$ cat src/rtl/regfile_wb_arbiter_if.sv
// Bundle of writeback requests, the register-file write port and the hazard
// lookup. The arbiter uses the slave view; requesters and issue logic use master.
interface regfile_wb_arbiter_if #(
    parameter int NUM_REG        = 32,
    parameter int REG_ADDR_WIDTH = $clog2(NUM_REG),
    parameter int REG_WIDTH      = 32
);
    logic                      req0_valid;
    logic                      req0_ready;
    logic [REG_ADDR_WIDTH-1:0] req0_rd;
    logic [REG_WIDTH-1:0]      req0_data;

    logic                      req1_valid;
    logic                      req1_ready;
    logic [REG_ADDR_WIDTH-1:0] req1_rd;
    logic [REG_WIDTH-1:0]      req1_data;

    logic                      RegWrite;
    logic [REG_ADDR_WIDTH-1:0] addr_rd;
    logic [REG_WIDTH-1:0]      data_rd;

    logic                      issue_valid;
    logic [REG_ADDR_WIDTH-1:0] issue_rd;
    logic [REG_ADDR_WIDTH-1:0] addr_rs1;
    logic [REG_ADDR_WIDTH-1:0] addr_rs2;
    logic                      rs1_busy;
    logic                      rs2_busy;
    logic [NUM_REG-1:0]        busy_vec;

    modport slave (
        input  req0_valid, req0_rd, req0_data,
        input  req1_valid, req1_rd, req1_data,
        input  issue_valid, issue_rd, addr_rs1, addr_rs2,
        output req0_ready, req1_ready,
        output RegWrite, addr_rd, data_rd,
        output rs1_busy, rs2_busy, busy_vec
    );

    modport master (
        output req0_valid, req0_rd, req0_data,
        output req1_valid, req1_rd, req1_data,
        output issue_valid, issue_rd, addr_rs1, addr_rs2,
        input  req0_ready, req1_ready,
        input  RegWrite, addr_rd, data_rd,
        input  rs1_busy, rs2_busy, busy_vec
    );
endinterface

$ cat src/rtl/regfile_wb_arbiter.sv
// Round-robin arbiter for the single register-file write port, with a
// registered write stage and a busy-register scoreboard for RAW stalls.
module regfile_wb_arbiter #(
    parameter int NUM_REG        = 32,
    parameter int REG_ADDR_WIDTH = $clog2(NUM_REG),
    parameter int REG_WIDTH      = 32
) (
    input logic                clk,
    input logic                rst,
    regfile_wb_arbiter_if.slave bus
);
    typedef enum logic { GNT_REQ0 = 1'b0, GNT_REQ1 = 1'b1 } gnt_e;

    gnt_e                      last_grant_q, last_grant_d;
    logic                      reg_write_q, reg_write_d;
    logic [REG_ADDR_WIDTH-1:0] addr_rd_q, addr_rd_d;
    logic [REG_WIDTH-1:0]      data_rd_q, data_rd_d;
    logic [NUM_REG-1:0]        busy_q, busy_d;

    logic                      gnt0, gnt1;
    logic [REG_ADDR_WIDTH-1:0] sel_rd;
    logic [REG_WIDTH-1:0]      sel_data;

    // NOTE: every comb output gets a default first, so no path leaves it unassigned and no latch is inferred.
    always_comb begin
        gnt0 = 1'b0;
        gnt1 = 1'b0;
        if (!rst) begin
            if (bus.req0_valid && bus.req1_valid) begin
                gnt0 = (last_grant_q == GNT_REQ1);
                gnt1 = (last_grant_q == GNT_REQ0);
            end else begin
                gnt0 = bus.req0_valid;
                gnt1 = bus.req1_valid;
            end
        end
    end

    always_comb begin
        last_grant_d = last_grant_q;
        sel_rd       = bus.req0_rd;
        sel_data     = bus.req0_data;
        if (gnt1) begin
            sel_rd   = bus.req1_rd;
            sel_data = bus.req1_data;
        end
        if (gnt0 || gnt1) begin
            last_grant_d = gnt1 ? GNT_REQ1 : GNT_REQ0;
        end

        // x0 writes are accepted but never reach the register file.
        reg_write_d = (gnt0 || gnt1) && (sel_rd != '0);
        addr_rd_d   = reg_write_d ? sel_rd   : addr_rd_q;
        data_rd_d   = reg_write_d ? sel_data : data_rd_q;
    end

    // Clear first, then set, so a fresh issue to the committing register wins.
    always_comb begin
        busy_d = busy_q;
        if (reg_write_q) begin
            busy_d[addr_rd_q] = 1'b0;
        end
        if (bus.issue_valid && (bus.issue_rd != '0)) begin
            busy_d[bus.issue_rd] = 1'b1;
        end
        busy_d[0] = 1'b0;
    end

    // NOTE: sequential state uses non-blocking assignments so every flop samples pre-edge values.
    always_ff @(posedge clk) begin
        if (rst) begin
            last_grant_q <= GNT_REQ1;
            reg_write_q  <= 1'b0;
            addr_rd_q    <= '0;
            data_rd_q    <= '0;
            busy_q       <= '0;
        end else begin
            last_grant_q <= last_grant_d;
            reg_write_q  <= reg_write_d;
            addr_rd_q    <= addr_rd_d;
            data_rd_q    <= data_rd_d;
            busy_q       <= busy_d;
        end
    end

    assign bus.req0_ready = gnt0;
    assign bus.req1_ready = gnt1;
    assign bus.RegWrite   = reg_write_q;
    assign bus.addr_rd    = addr_rd_q;
    assign bus.data_rd    = data_rd_q;
    assign bus.busy_vec   = busy_q;
    assign bus.rs1_busy   = busy_q[bus.addr_rs1];
    assign bus.rs2_busy   = busy_q[bus.addr_rs2];
endmodule
$ cat src/flat_wrapper.sv
// flat-port wrapper written by rule: the top's interface ports become plain ports
module regfile_wb_arbiter_flat 
#(
    parameter int NUM_REG        = 32,
    parameter int REG_ADDR_WIDTH = $clog2(NUM_REG),
    parameter int REG_WIDTH      = 32
)
  (clk, rst, bus_req0_valid, bus_req0_rd, bus_req0_data, bus_req1_valid, bus_req1_rd, bus_req1_data, bus_issue_valid, bus_issue_rd, bus_addr_rs1, bus_addr_rs2, bus_req0_ready, bus_req1_ready, bus_RegWrite, bus_addr_rd, bus_data_rd, bus_rs1_busy, bus_rs2_busy, bus_busy_vec);
  regfile_wb_arbiter_if #(.NUM_REG(NUM_REG), .REG_ADDR_WIDTH(REG_ADDR_WIDTH), .REG_WIDTH(REG_WIDTH)) bus_i ();
  input logic clk;
  input logic rst;
  input wire logic [$bits(bus_i.req0_valid)-1:0] bus_req0_valid;
  input wire logic [$bits(bus_i.req0_rd)-1:0] bus_req0_rd;
  input wire logic [$bits(bus_i.req0_data)-1:0] bus_req0_data;
  input wire logic [$bits(bus_i.req1_valid)-1:0] bus_req1_valid;
  input wire logic [$bits(bus_i.req1_rd)-1:0] bus_req1_rd;
  input wire logic [$bits(bus_i.req1_data)-1:0] bus_req1_data;
  input wire logic [$bits(bus_i.issue_valid)-1:0] bus_issue_valid;
  input wire logic [$bits(bus_i.issue_rd)-1:0] bus_issue_rd;
  input wire logic [$bits(bus_i.addr_rs1)-1:0] bus_addr_rs1;
  input wire logic [$bits(bus_i.addr_rs2)-1:0] bus_addr_rs2;
  output wire logic [$bits(bus_i.req0_ready)-1:0] bus_req0_ready;
  output wire logic [$bits(bus_i.req1_ready)-1:0] bus_req1_ready;
  output wire logic [$bits(bus_i.RegWrite)-1:0] bus_RegWrite;
  output wire logic [$bits(bus_i.addr_rd)-1:0] bus_addr_rd;
  output wire logic [$bits(bus_i.data_rd)-1:0] bus_data_rd;
  output wire logic [$bits(bus_i.rs1_busy)-1:0] bus_rs1_busy;
  output wire logic [$bits(bus_i.rs2_busy)-1:0] bus_rs2_busy;
  output wire logic [$bits(bus_i.busy_vec)-1:0] bus_busy_vec;
  assign bus_i.req0_valid = bus_req0_valid;
  assign bus_i.req0_rd = bus_req0_rd;
  assign bus_i.req0_data = bus_req0_data;
  assign bus_i.req1_valid = bus_req1_valid;
  assign bus_i.req1_rd = bus_req1_rd;
  assign bus_i.req1_data = bus_req1_data;
  assign bus_i.issue_valid = bus_issue_valid;
  assign bus_i.issue_rd = bus_issue_rd;
  assign bus_i.addr_rs1 = bus_addr_rs1;
  assign bus_i.addr_rs2 = bus_addr_rs2;
  assign bus_req0_ready = bus_i.req0_ready;
  assign bus_req1_ready = bus_i.req1_ready;
  assign bus_RegWrite = bus_i.RegWrite;
  assign bus_addr_rd = bus_i.addr_rd;
  assign bus_data_rd = bus_i.data_rd;
  assign bus_rs1_busy = bus_i.rs1_busy;
  assign bus_rs2_busy = bus_i.rs2_busy;
  assign bus_busy_vec = bus_i.busy_vec;
  regfile_wb_arbiter #(.NUM_REG(NUM_REG), .REG_ADDR_WIDTH(REG_ADDR_WIDTH), .REG_WIDTH(REG_WIDTH)) u_core (.clk(clk), .rst(rst), .bus(bus_i));
endmodule
$ cat config.mk
export PLATFORM = sky130hd
export DESIGN_NAME = regfile_wb_arbiter_flat
export DESIGN_NICKNAME = d
export VERILOG_FILES = /design/src/rtl/regfile_wb_arbiter_if.sv /design/src/rtl/regfile_wb_arbiter.sv /design/src/flat_wrapper.sv
export SDC_FILE = /design/constraint.sdc
export NUM_CORES = 1
export LEC_CHECK = 0
export CAP_MARGIN = 15
export CORE_MARGIN = 2
export CORE_UTILIZATION = 45
export DETAILED_ROUTE_END_ITERATION = 16
export PLACE_DENSITY_LB_ADDON = 0.3
export REMOVE_ABC_BUFFERS = 1
export SYNTH_ARGS = -nofsm -noshare
export SYNTH_HDL_FRONTEND = slang
export SYNTH_SLANG_ARGS = --single-unit
$ cat constraint.sdc
create_clock -name clk -period 5.7 [get_ports clk]
set_input_delay 1.14 -clock clk [delete_from_list [all_inputs] [get_ports clk]]
set_output_delay 1.14 -clock clk [all_outputs]
set_load 0.05 [all_outputs]
==> impl_metrics.sql, run 1 <==
INSERT INTO impl_metrics (metric_group, metric, value, unit) VALUES
('outcome', 'outcome', 'complete, no violations', ''),
('synth', 'synth_top_cell_by_area', 'dfxtp_1', ''),
('critical_path', 'critical_path.endpoint_type', 'primary output', ''),
('sta', 'timing.fmax', '213.1', 'MHz'),
('synth', 'ys_ff_latch', '70', ''),
('critical_path', 'cp.arrival', '3.55', 'ns'),
('synth', 'synth_top_cells_by_area', 'dfxtp_1, mux2i_1, nand2_1', ''),
('routing', 'routed_wirelength_normalized_by_instance_count', '17.73', 'um'),
('synth', 'syn-mean-instance-area', '8.904', 'um2'),
('critical_path', 'critical_path.startpoint_type', 'input port', ''),
('clock_network', 'cts_setup_buffers', '0', ''),
('pwr', 'total_power', '0.001436', 'W'),
('finish', 'final_design_area_no_fill', '5627', 'um2'),
('synth', 'yosys.cell_types.count', '40', ''),
('synth', 'dominantRegCellSynth', 'dfxtp_1', ''),
('die', 'boundaryPins', '168', ''),
('finish', 'layout-drive-gt1-share', '0.05391', ''),
('place', 'gpl.final_weighted_congestion', '0.8944', ''),
('sta', 'postLayoutSetupSlackWorst', '1.008', 'ns'),
('critical_path', 'cpMaxStageDelayCell', 'clkdlybuf4s50_1', ''),
('finish', 'final_common_cell', 'clkdlybuf4s50_1', ''),
('finish', 'leading_cell_types_in_the_layout_fill_and_taps_excluded', 'clkdlybuf4s50_1, mux2i_1, nand2_1, dfxtp_1, a21oi_1', ''),
('finish', 'area_growth_synth_to_finish', '53.01', '%'),
('clock_network', 'h-tree-depth', '3', ''),
('clock_network', 'clk_transition_reported_paths', '0.07', 'ns'),
('sta', 'actual_transition_at_the_worst_max_transition_pin', '0.9238', 'ns'),
('clock_network', 'numCtsBuffers', '9', ''),
('sta', 'final_hold_viol_count', '0', ''),
('synth', 'synth-async-reset-ratio', '0', ''),
('die', 'die-height', '94.40', 'um'),
('sta', 'final-setup-viol-count', '0', ''),
('routing', 'dr_total_vias', '3835', ''),
('global_routing', 'largest_net_degree_at_the_start_of_global_routing', '38', ''),
('pwr', 'max_ir_drop_vdd', '170.6', 'uV'),
('min_path', 'min-delay-path-class', 'register to register', ''),
('place', 'pre_cts_ws', '1.036', 'ns'),
('place', 'placement.io_buffers', '166', ''),
('die', 'floorplan.initialDensity', '0.4710', ''),
('sta', 'skew', '0.007071', 'ns'),
('routing', 'drt_drc_violations_left', '0', ''),
('synth', 'synth-edff-count', '0', ''),
('synth', 'synthesis.instances', '413', ''),
('sta', 'setup-tns-final', '0', 'ns'),
('sta', 'drv_slew', '0', ''),
('routing', 'drtIter0Drc', '266', ''),
('critical_path', 'cp_cell_sequence', 'clkdlybuf4s50_1 -> mux4_2 -> nand2b_1 -> o211ai_1 -> nand4_1 -> clkdlybuf4s50_1', ''),
('finish', 'design.final.nets', '664', ''),
('clock_network', 'post_cts_resize_count', '0', ''),
('clock_network', 'cts_root_buf', 'clkbuf_8', ''),
('pwr', 'powerDensity', '255.2', 'nW/um2'),
('sta', 'slew-limit-headroom', '0.3828', ''),
('clock_network', 'cts_tree', 'done', ''),
('pwr', 'power.leakage', '2.078', 'nW'),
('routing', 'drt_pass1_iterations', '4', ''),
('critical_path', 'worst_path_largest_cell_delay', '0.73', 'ns'),
('global_routing', 'groute.usage.overall', '0.2683', ''),
('flow_run', 'drv.max_cap_violation_count', '0', ''),
('global_routing', 'grt_pass1_vias', '3825', ''),
('critical_path', 'timing.critical_path.required', '4.56', 'ns'),
('clock_network', 'clk_latency', '0.34', 'ns'),
('global_routing', 'grt_first_pass_wirelength', '18570', 'um'),
('clock_network', 'clock_sinks', '70', ''),
('place', 'instance_area_after_placement', '5370', 'um2'),
('synth', 'ys_warn_count', '0', ''),
('critical_path', 'timing.critical_path.mode_cell', 'clkdlybuf4s50_1', ''),
('die', 'die_area', '8910', 'um2'),
('place', 'dp_hpwl', '8925', 'um'),
('sta', 'post-route-min-period', '4.692', 'ns'),
('finish', 'diodes', '0', ''),
('critical_path', 'setup.worst_path.class', 'input port to primary output', ''),
('clock_network', 'clock_tree.buffer_depth', '2', '');
-- flip-flops by register name, indices dropped and copies added (netlist names) --
signal	cells
u_core.last_grant_q	1
u_core.bus.data_rd	32
u_core.bus.RegWrite	1
u_core.bus.addr_rd	5
u_core.bus.busy_vec	31
-- cells in the mapped netlist, drive strengths merged (3+ instances only) --
library cell,count
clkbuf,12
nor2b,5
dfxtp,70
mux4,6
a21oi,40
o21ai,34
nor3b,4
nand3,12
nand2,73
nand3b,5
a211oi,3
inv,5
buf,12
nor2,10
mux2i,87
a22oi,4
nand2b,4
and3,4
-- critical path: cells and delay by family --
kind                   cells  cell delay, ns
muxes                      1            0.56
buffers and inverters      2            1.40
AOI/OAI and AO/OA          1            0.13
and+or+nand+nor            2            0.32
-- final timing paths --
kind / cells past startpoint / slack, ns / end / from
worst max-delay path: 6 / 1.01 / bus_rs1_busy / bus_addr_rs1[0]
worst min register to register: 2 / 0.46 / u_core.bus.data_rd[26] / u_core.bus.data_rd[26]
worst min-delay path: 2 / 0.46 / u_core.bus.data_rd[26] / u_core.bus.data_rd[26]
worst max register to register: 5 / 3.55 / u_core.bus.data_rd[22] / u_core.last_grant_q
-- stage by stage --
step / utilization / instances / hold slack [ns]
3_3_place_gp: 0.6878 / 661 / 0.4409
2_1_floorplan: - / 389 / 0.4611
3_5_place_dp: 0.6878 / 661 / 0.4538
4_1_cts: 0.7207 / 677 / 0.4638
5_1_grt: 0.7207 / 677 / 0.4779
6_report: 0.7207 / 677 / 0.4619
-- layout make-up --
| type | count | area [um2] |
|---|---|---|
| inverter | 6 | 22.52 |
| tap | 102 | 127.6 |
| clock buffer | 11 | 151.4 |
| sequential | 70 | 1401 |
| clock inverter | 5 | 105.1 |
| multi-input combinational | 313 | 2127 |
| fill | 592 | 2181 |
| timing repair buffer | 170 | 1692 |
-- power breakdown --
group,switching (W),internal (W)
registers,0.0000247,0.000521
clock network,0.000189,0.000315
logic,0.000226,0.000161
total,0.000439,0.000996
-- layer usage --
metal	wire [um]	vias up	global-route usage
li1	-	1793	-
met1	4385	1808	0.2919
met2	6019	208	0.4804
met3	1298	26	0.08619
met4	302	0	0.1111
met5	0	-	0
-- kinds of logic after synthesis --
group | Yosys count | synth area share
AND/OR/NAND/NOR | 128 | 0.1640
buffers and inverters | 30 | 0.04219
other | 1 | 0.001020
multiplexers | 93 | 0.2736
flip-flops | 70 | 0.3811
AO/OA/AOI/OAI | 91 | 0.1381
Power figures use the tool's default switching activity.
==> run 2: changes to the inputs <==
--- a/config.mk
+++ b/config.mk
@@ -7,7 +7,7 @@
 export LEC_CHECK = 0
 export CAP_MARGIN = 15
 export CORE_MARGIN = 2
-export CORE_UTILIZATION = 45
+export CORE_UTILIZATION = 38
 export DETAILED_ROUTE_END_ITERATION = 16
 export PLACE_DENSITY_LB_ADDON = 0.3
 export REMOVE_ABC_BUFFERS = 1
==> constraint.sdc (replaced) <==
create_clock -name clk -period 4 [get_ports clk]
set_input_delay 0.8 -clock clk [delete_from_list [all_inputs] [get_ports clk]]
set_output_delay 0.8 -clock clk [all_outputs]
set_load 0.05 [all_outputs]
==> impl_metrics.sql, run 2 (synthesized netlist as in run 1, its figures left out) <==
INSERT INTO impl_metrics (metric_group, metric, value, unit) VALUES
('outcome', 'outcome', 'complete, no violations', ''),
('pwr', 'power.leakage', '2.077', 'nW'),
('clock_network', 'cts_setup_buffers', '0', ''),
('place', 'instance_area_after_placement', '5419', 'um2'),
('critical_path', 'critical_path.endpoint_type', 'primary output', ''),
('global_routing', 'largest_net_degree_at_the_start_of_global_routing', '37', ''),
('routing', 'dr_total_vias', '3691', ''),
('routing', 'drtIter0Drc', '128', ''),
('pwr', 'total_power', '0.001954', 'W'),
('die', 'floorplan.initialDensity', '0.3942', ''),
('critical_path', 'critical_path.startpoint_type', 'input port', ''),
('die', 'coreArea', '9328', 'um2'),
('routing', 'drt_pass1_iterations', '4', ''),
('finish', 'diodes', '0', ''),
('routing', 'detail-route-antenna-nets', '0', ''),
('sta', 'drv_slew', '0', ''),
('finish', 'final_design_area_no_fill', '5642', 'um2'),
('clock_network', 'clk_latency', '0.34', 'ns'),
('global_routing', 'overflow', '0', ''),
('place', 'placement.io_buffers', '166', ''),
('die', 'die-height', '102.4', 'um'),
('sta', 'timing.fmax', '289.1', 'MHz'),
('finish', 'leading_cell_types_in_the_layout_fill_and_taps_excluded', 'clkdlybuf4s50_1, mux2i_1, nand2_1, dfxtp_1, a21oi_1', ''),
('sta', 'holdWs', '0.4557', 'ns'),
('sta', 'actual_transition_at_the_worst_max_transition_pin', '0.9804', 'ns'),
('die', 'placement_rows', '35', ''),
('routing', 'wirelength', '11300', 'um'),
('clock_network', 'clock_tree.buffer_depth', '2', ''),
('min_path', 'min-delay-path-class', 'register to register', ''),
('clock_network', 'post_cts_resize_count', '0', ''),
('sta', 'skew', '0.008449', 'ns'),
('critical_path', 'setup.worst_path.class', 'input port to primary output', ''),
('finish', 'largest_reg_flops', '32', ''),
('finish', 'final_common_cell', 'clkdlybuf4s50_1', ''),
('die', 'die_area', '10480', 'um2'),
('clock_network', 'cts_tree', 'done', ''),
('place', 'gpl.final_weighted_congestion', '0.8815', ''),
('sta', 'period_share', '0.8649', ''),
('global_routing', 'groute.usage.overall', '0.2238', ''),
('sta', 'final_hold_viol_count', '0', ''),
('routing', 'routed_wirelength_normalized_by_instance_count', '16.06', 'um'),
('flow_run', 'drv.max_cap_violation_count', '0', ''),
('die', 'chipWidth', '102.4', 'um'),
('sta', 'post-route-min-period', '3.460', 'ns'),
('clock_network', 'numCtsBuffers', '9', ''),
('critical_path', 'cp.arrival', '2.66', 'ns'),
('finish', 'multi_input_comb_area', '2127', 'um2'),
('clock_network', 'clock_sinks', '70', ''),
('critical_path', 'worst_path_largest_cell_delay', '0.67', 'ns'),
('sta', 'final-setup-viol-count', '0', ''),
('critical_path', 'cp_cell_sequence', 'clkdlybuf4s50_1 -> mux4_2 -> nand2b_1 -> o211ai_1 -> nand4_1 -> buf_4', ''),
('min_path', 'timing.hold.worst_path_depth', '2', ''),
('sta', 'slew-limit-headroom', '0.3450', ''),
('finish', 'fill_cells', '844', ''),
('pwr', 'max_ir_drop_vdd', '187.1', 'uV'),
('critical_path', 'cpMaxStageDelayCell', 'clkdlybuf4s50_1', ''),
('critical_path', 'reg2regPathDepth', '5', ''),
('global_routing', 'grt_first_pass_wirelength', '18020', 'um'),
('clock_network', 'cts_hold_repair.buffers', '0', ''),
('clock_network', 'cts_root_buf', 'clkbuf_8', ''),
('place', 'pre_cts_ws', '0.5593', 'ns'),
('critical_path', 'timing.critical_path.required', '3.20', 'ns'),
('clock_network', 'h-tree-depth', '3', ''),
('routing', 'avgViaCountPerCell', '5.243', ''),
('place', 'dp_hpwl', '8817', 'um'),
('pwr', 'powerDensity', '346.3', 'nW/um2'),
('routing', 'drt_drc_violations_left', '0', ''),
('critical_path', 'cp_max_fo', '7', ''),
('die', 'boundaryPins', '168', ''),
('finish', 'design.final.nets', '664', ''),
('finish', 'final_core_util', '0.6048', ''),
('global_routing', 'antenna_found_initial', '0', ''),
('sta', 'postLayoutSetupSlackWorst', '0.5404', 'ns'),
('finish', 'layout-drive-gt1-share', '0.06087', ''),
('global_routing', 'grt_pass1_vias', '3734', ''),
('finish', 'area_growth_synth_to_finish', '53.42', '%'),
('finish', 'layout.area.seq', '1401', 'um2'),
('clock_network', 'clk_transition_reported_paths', '0.07', 'ns'),
('sta', 'rsz_0062_raised_after_global_routing', 'false', '');
run 2: routing by layer:
metal,vias to the layer above,share of wire,track usage
li1,1799,-,-
met1,1684,0.41,0.2660
met2,186,0.47,0.3679
met3,22,0.10,0.07387
met4,0,0.023,0.1015
met5,-,0,0
run 2: layout make-up:
| type | instances | area share |
|---|---|---|
| multi-input combinational | 313 | 0.3770 |
| timing repair buffer | 170 | 0.3025 |
| sequential | 70 | 0.2484 |
| tap | 129 | 0.02861 |
| clock buffer | 10 | 0.02440 |
| clock inverter | 6 | 0.01508 |
| inverter | 6 | 0.003992 |
run 2: path summary, 6_finish.rpt:
path | from | slack, ns | end
max | bus_addr_rs2[0] | 0.54 | bus_rs2_busy
min | u_core.bus.data_rd[25] | 0.46 | u_core.bus.data_rd[25]
max reg2reg | u_core.last_grant_q | 2.11 | u_core.bus.data_rd[31]
min reg2reg | u_core.bus.data_rd[25] | 0.46 | u_core.bus.data_rd[25]
run 2: worst max-delay path: cells and delay by family:
kind                   cells  cell delay, ns
buffers and inverters      2            0.89
muxes                      1            0.53
and+or+nand+nor            2            0.31
AOI/OAI and AO/OA          1            0.12
run 2: per-stage QoR:
stage / cells / setup TNS (ns)
after floorplan: 389 / -45.55
after global placement: 688 / 0
after detailed placement: 688 / 0
after CTS: 704 / 0
after global routing: 704 / 0
final: 704 / 0
run 2: report_power, final:
| part | switching, W | internal [W] |
|---|---|---|
| Combinational | 0.000317 | 0.000231 |
| Sequential | 0.0000342 | 0.000743 |
| Clock | 0.000264 | 0.000366 |
==> run 3: changes to the inputs <==
--- a/config.mk
+++ b/config.mk
@@ -7,8 +7,10 @@
 export LEC_CHECK = 0
 export CAP_MARGIN = 15
 export CORE_MARGIN = 2
-export CORE_UTILIZATION = 38
+export CORE_UTILIZATION = 42
+export CTS_CLUSTER_SIZE = 25
 export DETAILED_ROUTE_END_ITERATION = 16
+export MAX_ROUTING_LAYER = met4
 export PLACE_DENSITY_LB_ADDON = 0.3
 export REMOVE_ABC_BUFFERS = 1
 export SYNTH_ARGS = -nofsm -noshare
==> constraint.sdc (replaced) <==
create_clock -name clk -period 3.6 [get_ports clk]
set_input_delay 0.72 -clock clk [delete_from_list [all_inputs] [get_ports clk]]
set_output_delay 0.72 -clock clk [all_outputs]
set_load 0.05 [all_outputs]
==> impl_metrics.sql, run 3 (synthesized netlist as in run 1, its figures left out) <==
INSERT INTO impl_metrics (metric_group, metric, value, unit) VALUES
('clock_network', 'clock_sinks', '70', ''),
('die', 'placement_rows', '34', ''),
('routing', 'drt_pass1_iterations', '4', ''),
('sta', 'drv_slew', '0', ''),
('routing', 'detail-route-antenna-nets', '0', ''),
('pwr', 'net-switching-power', '0.0006851', 'W'),
('place', 'dp_hpwl', '8649', 'um'),
('sta', 'post-route-min-period', '3.277', 'ns'),
('outcome', 'outcome', 'complete, no violations', ''),
('routing', 'wirelength', '11450', 'um'),
('pwr', 'max_ir_drop_vdd', '282.9', 'uV'),
('die', 'die-height', '97.57', 'um'),
('global_routing', 'overflow', '0', ''),
('critical_path', 'cp_max_fo', '7', ''),
('finish', 'final_common_cell', 'clkdlybuf4s50_1', ''),
('finish', 'fill_cells', '680', ''),
('sta', 'actual_transition_at_the_worst_max_transition_pin', '1.063', 'ns'),
('die', 'boundaryPins', '168', ''),
('place', 'placed_cells_incl_taps', '667', ''),
('die', 'chipWidth', '97.57', 'um'),
('global_routing', 'grt_first_pass_wirelength', '18620', 'um'),
('critical_path', 'critical_path.startpoint_type', 'input port', ''),
('clock_network', 'post_cts_resize_count', '0', ''),
('global_routing', 'largest_net_degree_at_the_start_of_global_routing', '37', ''),
('critical_path', 'critical_path.endpoint_type', 'primary output', ''),
('clock_network', 'numCtsBuffers', '9', ''),
('die', 'floorplan.initialDensity', '0.4279', ''),
('place', 'placement.io_buffers', '166', ''),
('finish', 'largest_reg_flops', '32', ''),
('routing', 'routed_wirelength_normalized_by_instance_count', '16.76', 'um'),
('clock_network', 'cts_setup_buffers', '0', ''),
('sta', 'skew', '0.008003', 'ns'),
('pwr', 'share_comb_of_total_power', '0.270', ''),
('sta', 'timing.fmax', '305.1', 'MHz'),
('pwr', 'power.clock.fraction', '0.349', ''),
('place', 'gpl.final_weighted_congestion', '0.9358', ''),
('pwr', 'powerDensity', '400.8', 'nW/um2'),
('global_routing', 'antenna_found_initial', '0', ''),
('sta', 'period_share', '0.9103', ''),
('routing', 'dr_total_vias', '3773', ''),
('critical_path', 'startpoint_of_the_lowest_slack_register_to_register_path', 'u_core.last_grant_q', ''),
('pwr', 'power.leakage', '2.091', 'nW'),
('sta', 'final_hold_viol_count', '0', ''),
('sta', 'rsz_0062_raised_after_global_routing', 'false', ''),
('sta', 'final-setup-viol-count', '0', ''),
('pwr', 'intPower', '0.001579', 'W'),
('finish', 'final_core_util', '0.6574', ''),
('finish', 'layoutNonFillerInstCount', '683', ''),
('finish', 'area_growth_synth_to_finish', '53.62', '%'),
('global_routing', 'grt_pass1_vias', '3862', ''),
('routing', 'avgViaCountPerCell', '5.524', ''),
('finish', 'leading_cell_types_in_the_layout_fill_and_taps_excluded', 'clkdlybuf4s50_1, mux2i_1, nand2_1, dfxtp_1, a21oi_1', ''),
('critical_path', 'reg2regPathDepth', '5', ''),
('routing', 'drtIter0Drc', '157', ''),
('critical_path', 'cp.arrival', '2.56', 'ns'),
('finish', 'layout-drive-gt1-share', '0.06087', ''),
('clock_network', 'cts_hold_repair.buffers', '0', ''),
('critical_path', 'cp-startpoint', 'bus_addr_rs2[0]', ''),
('min_path', 'min-delay-path-class', 'register to register', ''),
('sta', 'slew-limit-headroom', '0.2900', ''),
('pwr', 'swShare', '0.3025', ''),
('clock_network', 'h-tree-depth', '3', ''),
('die', 'die_area', '9520', 'um2'),
('clock_network', 'clock_tree.buffer_depth', '2', ''),
('flow_run', 'drv.max_cap_violation_count', '0', ''),
('critical_path', 'setup.worst_path.class', 'input port to primary output', ''),
('clock_network', 'clk_latency', '0.34', 'ns'),
('clock_network', 'clk_transition_reported_paths', '0.08', 'ns'),
('clock_network', 'cts_root_buf', 'clkbuf_8', ''),
('die', 'coreArea', '8593', 'um2'),
('finish', 'design.final.nets', '664', ''),
('critical_path', 'r2r_setup_slack', '1.85', 'ns'),
('critical_path', 'worst_r2r_endpoint', 'u_core.bus.data_rd[10]', ''),
('global_routing', 'groute.usage.overall', '0.2475', ''),
('clock_network', 'cts_tree', 'done', ''),
('critical_path', 'endpoint_of_the_most_critical_setup_path', 'bus_rs2_busy', ''),
('routing', 'drt_drc_violations_left', '0', ''),
('critical_path', 'timing.critical_path.required', '2.88', 'ns'),
('finish', 'diodes', '0', ''),
('pwr', 'share_seq_of_total_power', '0.381', '');
-- run 3: power by group through the flow --
stage,logic [W],registers [W],clock network (W)
floorplan,0.000170,0.00104,0
finish,0.000610,0.000863,0.000791
detailed placement,0.000609,0.000879,0
CTS,0.000612,0.000863,0.000803
global route,0.000643,0.000870,0.000840
global placement,0.000600,0.000877,0
-- run 3: worst min path at each step --
stage | end | depth (start not counted) | from
after global placement | u_core.bus.data_rd[5] | 2 | u_core.bus.data_rd[5]
after detailed placement | u_core.bus.data_rd[17] | 2 | u_core.bus.data_rd[17]
after floorplan | u_core.last_grant_q | 2 | u_core.last_grant_q
after CTS | u_core.bus.data_rd[7] | 2 | u_core.bus.data_rd[7]
after global routing | u_core.bus.data_rd[14] | 2 | u_core.bus.data_rd[14]
final | u_core.bus.data_rd[25] | 2 | u_core.bus.data_rd[25]
-- run 3: layout make-up --
type                    instances  area (um2)  share of cell area
clock inverters                 5       105.1             0.01860
flip-flops and latches         70        1401              0.2481
clock buffers                  11       151.4             0.02680
repair buffers                170        1707              0.3021
well taps                     108       135.1             0.02392
inverters                       6       22.52            0.003987
multi-input cells             313        2127              0.3765
-- run 3: metrics by stage --
| stage | TNS, ns | setup WS (ns) | hold slack [ns] | power, W | instance area, um2 |
|---|---|---|---|---|---|
| 2_1_floorplan | -57.07 | -1.592 | 0.4611 | 0.001215 | 3545 |
| 3_3_place_gp | 0 | 0.3817 | 0.4414 | 0.001477 | 5393 |
| 3_5_place_dp | 0 | 0.3181 | 0.4487 | 0.001488 | 5393 |
| 4_1_cts | 0 | 0.3105 | 0.4625 | 0.002277 | 5649 |
| 5_1_grt | 0 | 0.2107 | 0.4869 | 0.002353 | 5649 |
| 6_report | 0 | 0.3228 | 0.4595 | 0.002264 | 5649 |
-- run 3: metal layers --
layer | share of wire | up-vias | global-route usage
li1 | - | 1799 | -
met1 | 0.40 | 1730 | 0.2875
met2 | 0.47 | 219 | 0.3947
met3 | 0.10 | 25 | 0.07338
met4 | 0.024 | 0 | 0.1143
met5 | 0 | - | -
-- run 3: critical path, stage by stage --
cell and delay (ns):
clkdlybuf4s50_1 0.66, mux4_2 0.53, nand2b_1 0.15, o211ai_1 0.13
nand4_1 0.15, buf_4 0.22
